`src/rtl/weight_feeder_if.sv`:
```
// Weight feeder bus bundle: load control, weight memory read port and the
// weight stream into the top PE of a systolic column.
// master = load requester / memory side, slave = the feeder itself.
interface weight_feeder_if #(
    parameter int WIDTH = 8,
    parameter int DEPTH = 16,
    parameter int AW    = 8
);
    localparam int NW = $clog2(DEPTH) + 1;

    logic             start;
    logic [AW-1:0]    base_addr;
    logic [NW-1:0]    num_rows;
    logic             mem_rd_en;
    logic [AW-1:0]    mem_addr;
    logic [WIDTH-1:0] mem_rdata;
    logic [WIDTH-1:0] win;
    logic             wwrite;
    logic             busy;
    logic             done;

    modport master (
        output start, base_addr, num_rows, mem_rdata,
        input  mem_rd_en, mem_addr, win, wwrite, busy, done
    );

    modport slave (
        input  start, base_addr, num_rows, mem_rdata,
        output mem_rd_en, mem_addr, win, wwrite, busy, done
    );
endinterface

```
`src/rtl/weight_feeder.sv`:
```
// Weight feeder: reads n = min(num_rows, DEPTH) weights from memory, last row
// first, and shifts them into the top PE of a column so that the deepest PE
// ends up holding row n-1. All outputs are registered.
// Build option WFEED_ZERO_PAD_EN: every load pushes exactly DEPTH weights, the
// first DEPTH-n being zeros that need no memory read.
// The module parameters must match those of the connected interface.
module weight_feeder #(
    parameter int WIDTH = 8,
    parameter int DEPTH = 16,
    parameter int AW    = 8
) (
    input  logic            clk,
    input  logic            rst_n,
    weight_feeder_if.slave  bus
);
    localparam int NW = $clog2(DEPTH) + 1;
    localparam logic [NW-1:0] ONE_N   = NW'(1'b1);
    localparam logic [AW-1:0] ONE_A   = AW'(1'b1);
    localparam logic [NW-1:0] DEPTH_N = NW'(DEPTH);

    typedef enum logic [1:0] {
        S_IDLE  = 2'd0,
        S_FETCH = 2'd1,
        S_DRAIN = 2'd2,
        S_DONE  = 2'd3
    } state_t;

    // A "slot" is one cycle of the fetch phase that will become one wwrite
    // two cycles later (read, then memory latency, then output register).
    state_t           state_q, state_d;
    logic [AW-1:0]    ptr_q, ptr_d;           // next address to read
    logic [NW-1:0]    slot_rem_q, slot_rem_d; // slots still to issue after current
    logic             slot_q, slot_d;         // slot issued this cycle
    logic             s2_v_q, s2_v_d;         // slot whose data is on mem_rdata
    logic             mem_rd_en_q, mem_rd_en_d;
    logic [AW-1:0]    mem_addr_q, mem_addr_d;
    logic [WIDTH-1:0] win_q, win_d;
    logic             wwrite_q, wwrite_d;
    logic             busy_q, busy_d;
    logic             done_q, done_d;
`ifdef WFEED_ZERO_PAD_EN
    logic [NW-1:0]    pad_rem_q, pad_rem_d;   // zero slots still to issue
    logic             slot_pad_q, slot_pad_d;
    logic             s2_pad_q, s2_pad_d;
    logic [NW-1:0]    pad_s;
`endif

    logic [NW-1:0]    n_s;
    logic [NW-1:0]    tot_s;
    logic [AW-1:0]    ptr_s;
    logic             issue_s;

    // Next-state, slot issue and output computation.
    always_comb begin
        state_d     = state_q;
        slot_d      = 1'b0;
        slot_rem_d  = slot_rem_q;
        mem_rd_en_d = 1'b0;
        mem_addr_d  = {AW{1'b0}};
        s2_v_d      = slot_q;
        wwrite_d    = s2_v_q;
        issue_s     = 1'b0;
        tot_s       = slot_rem_q;
        ptr_s       = ptr_q;
        if (bus.num_rows > DEPTH_N) begin
            n_s = DEPTH_N;
        end else begin
            n_s = bus.num_rows;
        end
`ifdef WFEED_ZERO_PAD_EN
        pad_s      = pad_rem_q;
        slot_pad_d = 1'b0;
        s2_pad_d   = slot_pad_q;
        if (s2_v_q && !s2_pad_q) begin
            win_d = bus.mem_rdata;
        end else begin
            win_d = {WIDTH{1'b0}};
        end
`else
        if (s2_v_q) begin
            win_d = bus.mem_rdata;
        end else begin
            win_d = {WIDTH{1'b0}};
        end
`endif

        case (state_q)
            S_IDLE: begin
                if (bus.start) begin
`ifdef WFEED_ZERO_PAD_EN
                    tot_s = DEPTH_N;
                    pad_s = DEPTH_N - n_s;
`else
                    tot_s = n_s;
`endif
                    ptr_s = bus.base_addr + AW'(n_s) - ONE_A;
                    if (tot_s == {NW{1'b0}}) begin
                        state_d = S_DONE;
                    end else begin
                        state_d = S_FETCH;
                        issue_s = 1'b1;
                    end
                end else begin
                    state_d = S_IDLE;
                end
            end
            S_FETCH: begin
                if (slot_rem_q == {NW{1'b0}}) begin
                    state_d = S_DRAIN;
                end else begin
                    issue_s = 1'b1;
                end
            end
            S_DRAIN: begin
                // Last slot's data has been registered once nothing is in flight.
                if (!s2_v_q) begin
                    state_d = S_DONE;
                end else begin
                    state_d = S_DRAIN;
                end
            end
            S_DONE: begin
                state_d = S_IDLE;
            end
            default: begin
                state_d = S_IDLE;
            end
        endcase

        ptr_d = ptr_s;
`ifdef WFEED_ZERO_PAD_EN
        pad_rem_d = pad_s;
`endif
        if (issue_s) begin
            slot_d     = 1'b1;
            slot_rem_d = tot_s - ONE_N;
`ifdef WFEED_ZERO_PAD_EN
            if (pad_s != {NW{1'b0}}) begin
                slot_pad_d = 1'b1;
                pad_rem_d  = pad_s - ONE_N;
            end else begin
                mem_rd_en_d = 1'b1;
                mem_addr_d  = ptr_s;
                ptr_d       = ptr_s - ONE_A;
            end
`else
            mem_rd_en_d = 1'b1;
            mem_addr_d  = ptr_s;
            ptr_d       = ptr_s - ONE_A;
`endif
        end else begin
            slot_rem_d = slot_rem_q;
        end

        busy_d = (state_d != S_IDLE);
        done_d = (state_d == S_DONE);
    end

    // State and output registers with synchronous active-low reset.
    always_ff @(posedge clk) begin
        if (!rst_n) begin
            state_q     <= S_IDLE;
            ptr_q       <= {AW{1'b0}};
            slot_rem_q  <= {NW{1'b0}};
            slot_q      <= 1'b0;
            s2_v_q      <= 1'b0;
            mem_rd_en_q <= 1'b0;
            mem_addr_q  <= {AW{1'b0}};
            win_q       <= {WIDTH{1'b0}};
            wwrite_q    <= 1'b0;
            busy_q      <= 1'b0;
            done_q      <= 1'b0;
`ifdef WFEED_ZERO_PAD_EN
            pad_rem_q   <= {NW{1'b0}};
            slot_pad_q  <= 1'b0;
            s2_pad_q    <= 1'b0;
`endif
        end else begin
            state_q     <= state_d;
            ptr_q       <= ptr_d;
            slot_rem_q  <= slot_rem_d;
            slot_q      <= slot_d;
            s2_v_q      <= s2_v_d;
            mem_rd_en_q <= mem_rd_en_d;
            mem_addr_q  <= mem_addr_d;
            win_q       <= win_d;
            wwrite_q    <= wwrite_d;
            busy_q      <= busy_d;
            done_q      <= done_d;
`ifdef WFEED_ZERO_PAD_EN
            pad_rem_q   <= pad_rem_d;
            slot_pad_q  <= slot_pad_d;
            s2_pad_q    <= s2_pad_d;
`endif
        end
    end

    assign bus.mem_rd_en = mem_rd_en_q;
    assign bus.mem_addr  = mem_addr_q;
    assign bus.win       = win_q;
    assign bus.wwrite    = wwrite_q;
    assign bus.busy      = busy_q;
    assign bus.done      = done_q;
endmodule

```
`src/flat_wrapper.sv`:
```
// flat-port wrapper written by rule: the top's interface ports become plain ports
module weight_feeder_flat 
#(
    parameter int WIDTH = 8,
    parameter int DEPTH = 16,
    parameter int AW    = 8
)
  (clk, rst_n, bus_start, bus_base_addr, bus_num_rows, bus_mem_rdata, bus_mem_rd_en, bus_mem_addr, bus_win, bus_wwrite, bus_busy, bus_done);
  weight_feeder_if #(.WIDTH(WIDTH), .DEPTH(DEPTH), .AW(AW)) bus_i ();
  input  logic clk;
  input  logic rst_n;
  input wire logic [$bits(bus_i.start)-1:0] bus_start;
  input wire logic [$bits(bus_i.base_addr)-1:0] bus_base_addr;
  input wire logic [$bits(bus_i.num_rows)-1:0] bus_num_rows;
  input wire logic [$bits(bus_i.mem_rdata)-1:0] bus_mem_rdata;
  output wire logic [$bits(bus_i.mem_rd_en)-1:0] bus_mem_rd_en;
  output wire logic [$bits(bus_i.mem_addr)-1:0] bus_mem_addr;
  output wire logic [$bits(bus_i.win)-1:0] bus_win;
  output wire logic [$bits(bus_i.wwrite)-1:0] bus_wwrite;
  output wire logic [$bits(bus_i.busy)-1:0] bus_busy;
  output wire logic [$bits(bus_i.done)-1:0] bus_done;
  assign bus_i.start = bus_start;
  assign bus_i.base_addr = bus_base_addr;
  assign bus_i.num_rows = bus_num_rows;
  assign bus_i.mem_rdata = bus_mem_rdata;
  assign bus_mem_rd_en = bus_i.mem_rd_en;
  assign bus_mem_addr = bus_i.mem_addr;
  assign bus_win = bus_i.win;
  assign bus_wwrite = bus_i.wwrite;
  assign bus_busy = bus_i.busy;
  assign bus_done = bus_i.done;
  weight_feeder #(.WIDTH(WIDTH), .DEPTH(DEPTH), .AW(AW)) u_core (.clk(clk), .rst_n(rst_n), .bus(bus_i));
endmodule
```
`config.mk`:
```
export PLATFORM = sky130hd
export DESIGN_NAME = weight_feeder_flat
export DESIGN_NICKNAME = d
export VERILOG_FILES = /design/src/rtl/weight_feeder_if.sv /design/src/rtl/weight_feeder.sv /design/src/flat_wrapper.sv
export SDC_FILE = /design/constraint.sdc
export NUM_CORES = 1
export LEC_CHECK = 0
export CAP_MARGIN = 15
export CORE_MARGIN = 2
export CORE_UTILIZATION = 45
export CTS_CLUSTER_DIAMETER = 30
export DETAILED_ROUTE_END_ITERATION = 7
export PLACE_DENSITY = 0.78
export SLEW_MARGIN = 5
export SYNTH_ARGS = -nofsm -noshare
export SYNTH_HDL_FRONTEND = slang
export SYNTH_SLANG_ARGS = --single-unit
```
`constraint.sdc`:
```
create_clock -name clk -period 3.6 [get_ports clk]
set_clock_uncertainty 0.05 [all_clocks]
set_input_delay 0.72 -clock clk [delete_from_list [all_inputs] [get_ports clk]]
set_output_delay 0.72 -clock clk [all_outputs]
set_load 0.005 [all_outputs]
```
==> parameters.txt, run 1 <==
Parameter                              Value

STA
  Final Critical Period ... 3.41 ns
  Slew Limit Headroom ... 52.7%
  Max frequency ... 0.293 GHz
  Hold Fails Final Rpt ... 0
  Final setup violation count ... 0
  Final clock period utilization by the worst path ... 94.7%
  Final Max Tran Viols ... 0
  Unrepaired setup endpoints after global routing ... no
  Worst-Margin Slew ... 0.703 ns

Global route
  Overall track demand over capacity in global routing ... 20.4%
  Wire length of the first global-routing pass ... 7120 um
  Initial antenna violation count ... 0
  Overall overflow remaining after global route ... 0
  Pin count of the biggest net entering global routing ... 21
  Number of global-route vias before repair ... 1648

Logic synthesis
  Post-synth ARST share ... 0%
  Netlist Area Pre-Place ... 0.00190 mm^2
  Synthesis warning total ... 0
  Number of library cell types mapped by synthesis ... 50
  EDFF count, synth ... 0
  Net count of the mapped netlist ... 258
  Most frequently used flop master after synthesis ... sky130_fd_sc_hd__dfxtp_1
  Sequential share of the synthesized area ... 38.0%
  Avg Synthesized Cell Area ... 8.62 um^2
  Gate count after technology mapping ... 220
  Flip-flop and latch count after synthesis ... 36

Pwr
  IR drop worst, VDD ... 0.000336 V
  Power per cell area ... 640 mW/mm^2
  Final Power ... 1620 uW
  Total leakage power ... 0.00112 uW

Run
  Max-cap violation count ... 0

Critical path
  CP endpoint kind ... register
  Critical path start-end classification ... input pin to register
  Critical path required time ... 3.79 ns
  End of the worst register-to-register path ... u_core.slot_rem_q[2]$_SDFFE_PN0P_
  FF-to-FF path depth ... 7
  R2R setup slack ... 1.44 ns
  Arrival @ worst endpoint ... 3.60 ns
  Origin of the critical flop-to-flop path ... u_core.state_q[1]$_SDFF_PN0_
  Top fanout value on the critical path ... 4
  Setup crit start kind ... input pin

Placed design
  Buffers on Ports ... 43
  HPWL after detailed placement ... 3280 um
  Placed Cells incl. Taps ... 319
  Final weighted congestion in routability-driven placement ... 0.838

Clocking
  CTS root buffer ... sky130_fd_sc_hd__clkbuf_8
  Post-CTS setup buffers ... 0
  Count of hold buffers inserted by post-cts repair ... 0
  Clock network latency to the later pin of the worst-skew pair ... 0.29 ns
  Number of instances resized during post-cts repair ... 0
  Clock Tree Buf Depth ... 2
  Clock sink count ... 36
  Num CTS Buffers ... 5
  TritonCTS clock tree ... built
  Depth of the CTS H-tree ... 2
  Clock transition time at the flip-flop clock pins of the worst setup and hold paths ... 0.07 ns

Detailed routing
  Final routed DRC violation total ... 0
  Antenna Nets Post-Route ... 0
  Detailed-routing iteration count for the pre-antenna-repair pass ... 4
  Post-detailed-route wirelength per cell ... 13.3 um
  Final Routed Wirelength ... 4360 um
  Iteration-0 DRC Markers ... 83
  Number of vias after detailed routing ... 1713
  Avg Vias per Cell ... 5.24

Hold path
  Cell count of the worst hold path ... 1
  Min-Delay Endpoint ... u_core.s2_v_q$_SDFF_PN0_
  Hold crit path type ... register to register
  Hold path startpoint ... u_core.s2_v_d$_SDFF_PN0_

Die
  Vertical die dimension ... 68.9 um
  I/O pins ... 44
  Initial core utilization ... 47.0%
  Overall die area ... 0.00475 mm^2
  X dimension of the die ... 68.9 um
  Number of rows created at floorplan ... 23
  Core Area ... 0.00403 mm^2

Cells and area
  Most common cell after layout, fill and taps aside ... sky130_fd_sc_hd__clkdlybuf4s50_1
  Antenna diode instance count ... 0
  Final Non-Filler Cells ... 327
  Leading cell types in the layout, fill and taps excluded ... sky130_fd_sc_hd__clkdlybuf4s50_1, sky130_fd_sc_hd__dfxtp_1, sky130_fd_sc_hd__nor2_1
  Net count of the finished layout ... 314
  Syn-to-layout area delta ... 33.6%
  Share of cells above drive strength 1 ... 10.1%

Run status
  Run status ... finished, final reports clean
[how the worst max path moves through the flow]
stage | start | end | slack [ns]
after global placement | bus_num_rows[4] | u_core.ptr_q[7]$_SDFF_PN0_ | 0.01
after detailed placement | bus_num_rows[4] | u_core.ptr_q[7]$_SDFF_PN0_ | -0.13
after global routing | bus_num_rows[4] | u_core.ptr_q[7]$_SDFF_PN0_ | 0.03
after CTS | bus_num_rows[4] | u_core.ptr_q[7]$_SDFF_PN0_ | 0.16
final | bus_num_rows[4] | u_core.ptr_q[7]$_SDFF_PN0_ | 0.19
after floorplan | bus_num_rows[4] | u_core.ptr_q[7]$_SDFF_PN0_ | 0.41
[area by class of cell]
cell class | instances | area, um^2
Tap cell | 50 | 62.6
Inverter | 21 | 78.8
Multi-Input combinational cell | 156 | 1050
Timing Repair Buffer | 56 | 528
Fill cell | 379 | 1500
Sequential cell | 36 | 721
Clock buffer | 8 | 90.1
[stage by stage]
stage / cell area (um^2) / setup slack (ns) / TNS (ns) / utilization [%] / hold slack [ns]
after detailed placement: 2440 / -0.126 / -0.226 / 60.6 / 0.396
final: 2530 / 0.192 / 0 / 62.9 / 0.420
after CTS: 2530 / 0.163 / 0 / 62.9 / 0.424
after global routing: 2530 / 0.0258 / 0 / 62.9 / 0.441
after global placement: 2440 / 0.0121 / 0 / 60.6 / 0.409
after floorplan: 1900 / 0.409 / 0 / - / 0.396
[sequential cells by signal, summed over array words and instances, names as in the netlist]
| signal | cells |
|---|---|
| u_core.slot_rem_q | 5 |
| u_core.bus.done | 1 |
| u_core.bus.mem_addr | 8 |
| u_core.state_q | 2 |
| u_core.s2_v_d | 1 |
| u_core.bus.busy | 1 |
| u_core.ptr_q | 8 |
| u_core.s2_v_q | 1 |
| u_core.bus.win | 8 |
| u_core.bus.wwrite | 1 |
[report_power, final]
group	internal [uW]	leakage, uW	switching [uW]
clock network	156	0.0000455	139
logic	362	0.000778	381
registers	510	0.000295	72.6
[Yosys cell counts, types with 2 or more instances]
cell type	n	area share [%]
sky130_fd_sc_hd__nor2_1	23	4.6
sky130_fd_sc_hd__mux2i_1	3	1.6
sky130_fd_sc_hd__nor3b_1	3	1.2
sky130_fd_sc_hd__ha_1	13	8.6
sky130_fd_sc_hd__xor2_1	3	1.4
sky130_fd_sc_hd__a211o_1	2	0.92
sky130_fd_sc_hd__nor2b_1	3	0.99
sky130_fd_sc_hd__or2_2	2	0.66
sky130_fd_sc_hd__a21oi_1	11	2.9
sky130_fd_sc_hd__dfxtp_1	36	38
sky130_fd_sc_hd__or3_1	2	0.66
sky130_fd_sc_hd__nand2_1	15	3.0
sky130_fd_sc_hd__a211oi_1	3	1.2
sky130_fd_sc_hd__buf_6	2	1.2
sky130_fd_sc_hd__o21ai_0	6	1.6
sky130_fd_sc_hd__and2_1	4	1.3
sky130_fd_sc_hd__nor3_1	5	1.3
sky130_fd_sc_hd__a31oi_1	4	1.3
sky130_fd_sc_hd__o21a_1	2	0.79
sky130_fd_sc_hd__o2111ai_1	2	0.92
sky130_fd_sc_hd__a21o_1	2	0.79
sky130_fd_sc_hd__buf_2	2	0.53
sky130_fd_sc_hd__nand4_1	2	0.66
sky130_fd_sc_hd__nor3b_2	2	1.3
sky130_fd_sc_hd__and3_1	13	4.3
sky130_fd_sc_hd__a21oi_2	2	0.92
sky130_fd_sc_hd__nand2b_1	4	1.3
sky130_fd_sc_hd__inv_1	20	4.0
sky130_fd_sc_hd__nand3_1	4	1.1
sky130_fd_sc_hd__buf_1	2	0.40
sky130_fd_sc_hd__xnor2_1	4	1.8
[kinds of logic (layout without fill, tap and decap cells)]
logic type / count (synthesis) / in the layout / synth area share (%)
and+or+nand+nor: 88 / 88 / 25.3
xor gates and xnor gates: 7 / 7 / 3.23
AOI/OAI and AO/OA: 44 / 44 / 15.7
adders and majority gates: 14 / 14 / 9.64
muxes: 3 / 3 / 1.58
buffers and inverters: 28 / 85 / 6.47
DFF: 36 / 36 / 38.0
[layer usage]
layer | track usage (%) | up-vias | part of all wire [%]
li1 | - | 874 | -
met1 | 26.0 | 775 | 48
met2 | 32.2 | 52 | 44
met3 | 4.55 | 12 | 5.3
met4 | 10.5 | 0 | 2.3
met5 | 0 | - | 0
[critical path, stage by stage]
cell and delay [ns]:
sky130_fd_sc_hd__clkdlybuf4s50_1 0.44, sky130_fd_sc_hd__inv_1 0.08, sky130_fd_sc_hd__nand2_1 0.07, sky130_fd_sc_hd__ha_1 0.27, sky130_fd_sc_hd__inv_1 0.04, sky130_fd_sc_hd__ha_1 0.21
sky130_fd_sc_hd__fa_1 0.40, sky130_fd_sc_hd__a21o_1 0.19, sky130_fd_sc_hd__a2111oi_0 0.39, sky130_fd_sc_hd__buf_4 0.18, sky130_fd_sc_hd__xnor2_1 0.11, sky130_fd_sc_hd__mux2i_1 0.14
sky130_fd_sc_hd__a211o_1 0.29, sky130_fd_sc_hd__nand2_1 0.05
Power figures use the tool's default switching activity.
==> run 2, diff against run 1 <==
- SLEW_MARGIN: 5 -> default
- clock period: 3.6 -> 3.5 ns (I/O delays scaled with it)
==> parameters.txt, run 2 (synthesis gave the netlist of run 1 again) <==
Parameter                              Value

Detailed routing
  Final routed DRC violation total ... 0
  Number of vias after detailed routing ... 1725
  Iteration-0 DRC Markers ... 81
  Final Routed Wirelength ... 4230 um
  Avg Vias per Cell ... 5.24
  Antenna Nets Post-Route ... 0
  Post-detailed-route wirelength per cell ... 12.9 um
  Detailed-routing iteration count for the pre-antenna-repair pass ... 4

Critical path
  Critical path required time ... 3.68 ns
  Setup crit start kind ... input pin
  CP endpoint kind ... register
  FF-to-FF path depth ... 9
  Slowest library cell on the worst path ... sky130_fd_sc_hd__clkdlybuf4s50_1
  Critical path start-end classification ... input pin to register
  Arrival @ worst endpoint ... 3.47 ns
  Top fanout value on the critical path ... 4
  Origin of the critical flop-to-flop path ... u_core.state_q[0]$_SDFF_PN0_
  R2R setup slack ... 1.33 ns
  Largest incremental delay on the critical path ... 0.44 ns
  End of the worst register-to-register path ... u_core.ptr_q[6]$_SDFF_PN0_
  Chain of cells forming the critical path ... clkdlybuf4s50_1 -> inv_1 -> nand2_1 -> ha_1 -> inv_1 -> ha_1 -> fa_1 -> a21o_1 -> a2111oi_2 -> buf_4 -> xnor2_1 -> mux2i_1 -> a211o_1 -> nand2_1

Global route
  Pin count of the biggest net entering global routing ... 21
  Overall overflow remaining after global route ... 0
  Wire length of the first global-routing pass ... 6860 um
  Initial antenna violation count ... 0
  Overall track demand over capacity in global routing ... 19.3%
  Number of global-route vias before repair ... 1528

Hold path
  Hold crit path type ... register to register
  Hold path startpoint ... u_core.s2_v_d$_SDFF_PN0_
  Cell count of the worst hold path ... 1
  Min-Delay Endpoint ... u_core.s2_v_q$_SDFF_PN0_

Clocking
  Num CTS Buffers ... 5
  CTS root buffer ... sky130_fd_sc_hd__clkbuf_8
  Clock network latency to the later pin of the worst-skew pair ... 0.29 ns
  Depth of the CTS H-tree ... 2
  Clock sink count ... 36
  Clock transition time at the flip-flop clock pins of the worst setup and hold paths ... 0.07 ns
  TritonCTS clock tree ... built
  Clock Tree Buf Depth ... 2

Die
  Initial core utilization ... 47.0%
  Number of rows created at floorplan ... 23
  Overall die area ... 0.00475 mm^2
  Vertical die dimension ... 68.9 um
  Core Area ... 0.00403 mm^2
  I/O pins ... 44
  X dimension of the die ... 68.9 um

Run
  Max-cap violation count ... 0

Cells and area
  Share of cells above drive strength 1 ... 11.8%
  Final Non-Filler Cells ... 329
  Most common cell after layout, fill and taps aside ... sky130_fd_sc_hd__clkdlybuf4s50_1
  Antenna diode instance count ... 0
  Leading cell types in the layout, fill and taps excluded ... sky130_fd_sc_hd__clkdlybuf4s50_1, sky130_fd_sc_hd__dfxtp_1, sky130_fd_sc_hd__nor2_1
  Syn-to-layout area delta ... 34.6%
  Final core area utilization ... 63.3%
  Count of fill cells added during filler insertion ... 355
  Net count of the finished layout ... 316
  Post-route standard cell area excluding fillers ... 0.00255 mm^2

Placed design
  Cell Area, Placed ... 0.00246 mm^2
  Placed Cells incl. Taps ... 321
  Buffers on Ports ... 43
  HPWL after detailed placement ... 3180 um
  Final weighted congestion in routability-driven placement ... 0.868

STA
  Final Max Tran Viols ... 0
  Setup TNS ... 0 ns
  Unrepaired setup endpoints after global routing ... no
  Worst-Margin Slew ... 0.471 ns
  Final Critical Period ... 3.29 ns
  Final clock period utilization by the worst path ... 94.0%
  Hold Fails Final Rpt ... 0
  Slew Limit Headroom ... 68.5%
  Max frequency ... 0.304 GHz
  Final setup violation count ... 0

Pwr
  Power per cell area ... 646 mW/mm^2
  IR drop worst, VDD ... 0.000356 V
  Total leakage power ... 0.00113 uW

Run status
  Run status ... finished, final reports clean
## run 2: cell count changes in the layout (fill, tap and decap cells not counted)
cell                        before  now
sky130_fd_sc_hd__a2111oi_0       1    0
sky130_fd_sc_hd__a2111oi_2       0    1
sky130_fd_sc_hd__buf_4          13   15
sky130_fd_sc_hd__clkbuf_1        2    0
sky130_fd_sc_hd__clkbuf_8        6    5
sky130_fd_sc_hd__clkinv_2        0    2
sky130_fd_sc_hd__clkinv_4        0    1
## run 2: repair_timing
action                                  in CTS  in global routing
buffers inserted                             0                  0
hold buffers                                 0                  0
endpoints found under the setup margin       0                  2
gates resized for setup                      0                  2
## run 2: metal layers
metal	wire (um)	global-route usage [%]	part of all wire, %	up-vias
met5	0	0	0	-
met4	68	8.33	1.6	0
met3	223	4.06	5.3	6
met2	1890	30.3	45	41
met1	2050	25.7	48	797
li1	-	-	-	881
## run 2: worst max path at each step
stage | from | endpoint | depth (start not counted)
4_1_cts | bus_num_rows[4] | u_core.ptr_q[7]$_SDFF_PN0_ | 14
6_report | bus_num_rows[4] | u_core.ptr_q[7]$_SDFF_PN0_ | 14
3_3_place_gp | bus_num_rows[4] | u_core.ptr_q[7]$_SDFF_PN0_ | 14
2_1_floorplan | bus_num_rows[4] | u_core.ptr_q[7]$_SDFF_PN0_ | 12
5_1_grt | bus_num_rows[4] | u_core.ptr_q[6]$_SDFF_PN0_ | 14
3_5_place_dp | bus_num_rows[4] | u_core.ptr_q[7]$_SDFF_PN0_ | 14
## run 2: area by class of cell
class | count | area [um^2] | area share (%)
Sequential cell | 36 | 721 | 28.2
Timing Repair Buffer | 58 | 543 | 21.3
Clock buffer | 5 | 68.8 | 2.70
Inverter | 21 | 78.8 | 3.09
Tap cell | 50 | 62.6 | 2.45
Multi-Input combinational cell | 156 | 1060 | 41.5
Clock inverter | 3 | 18.8 | 0.736
## run 2: critical path: cells and delay by family
family          cells  cell delay (ns)
compound gates      3             0.79
xor+xnor            1             0.12
fa+ha+maj           3             0.86
buf+inv             4             0.73
mux                 1             0.15
simple gates        2             0.12
## run 2: through the flow
stage	power, uW	worst slack (ns)	hold slack (ns)
after floorplan	1120	0.329	0.396
after global placement	1340	-0.0629	0.407
after detailed placement	1360	-0.134	0.405
after CTS	1650	0.119	0.435
after global routing	1770	0.0551	0.466
final	1650	0.209	0.427
## run 2: power breakdown
part	internal [uW]	switching, uW
sequential	524	75.2
combinational	376	387
clock	138	148
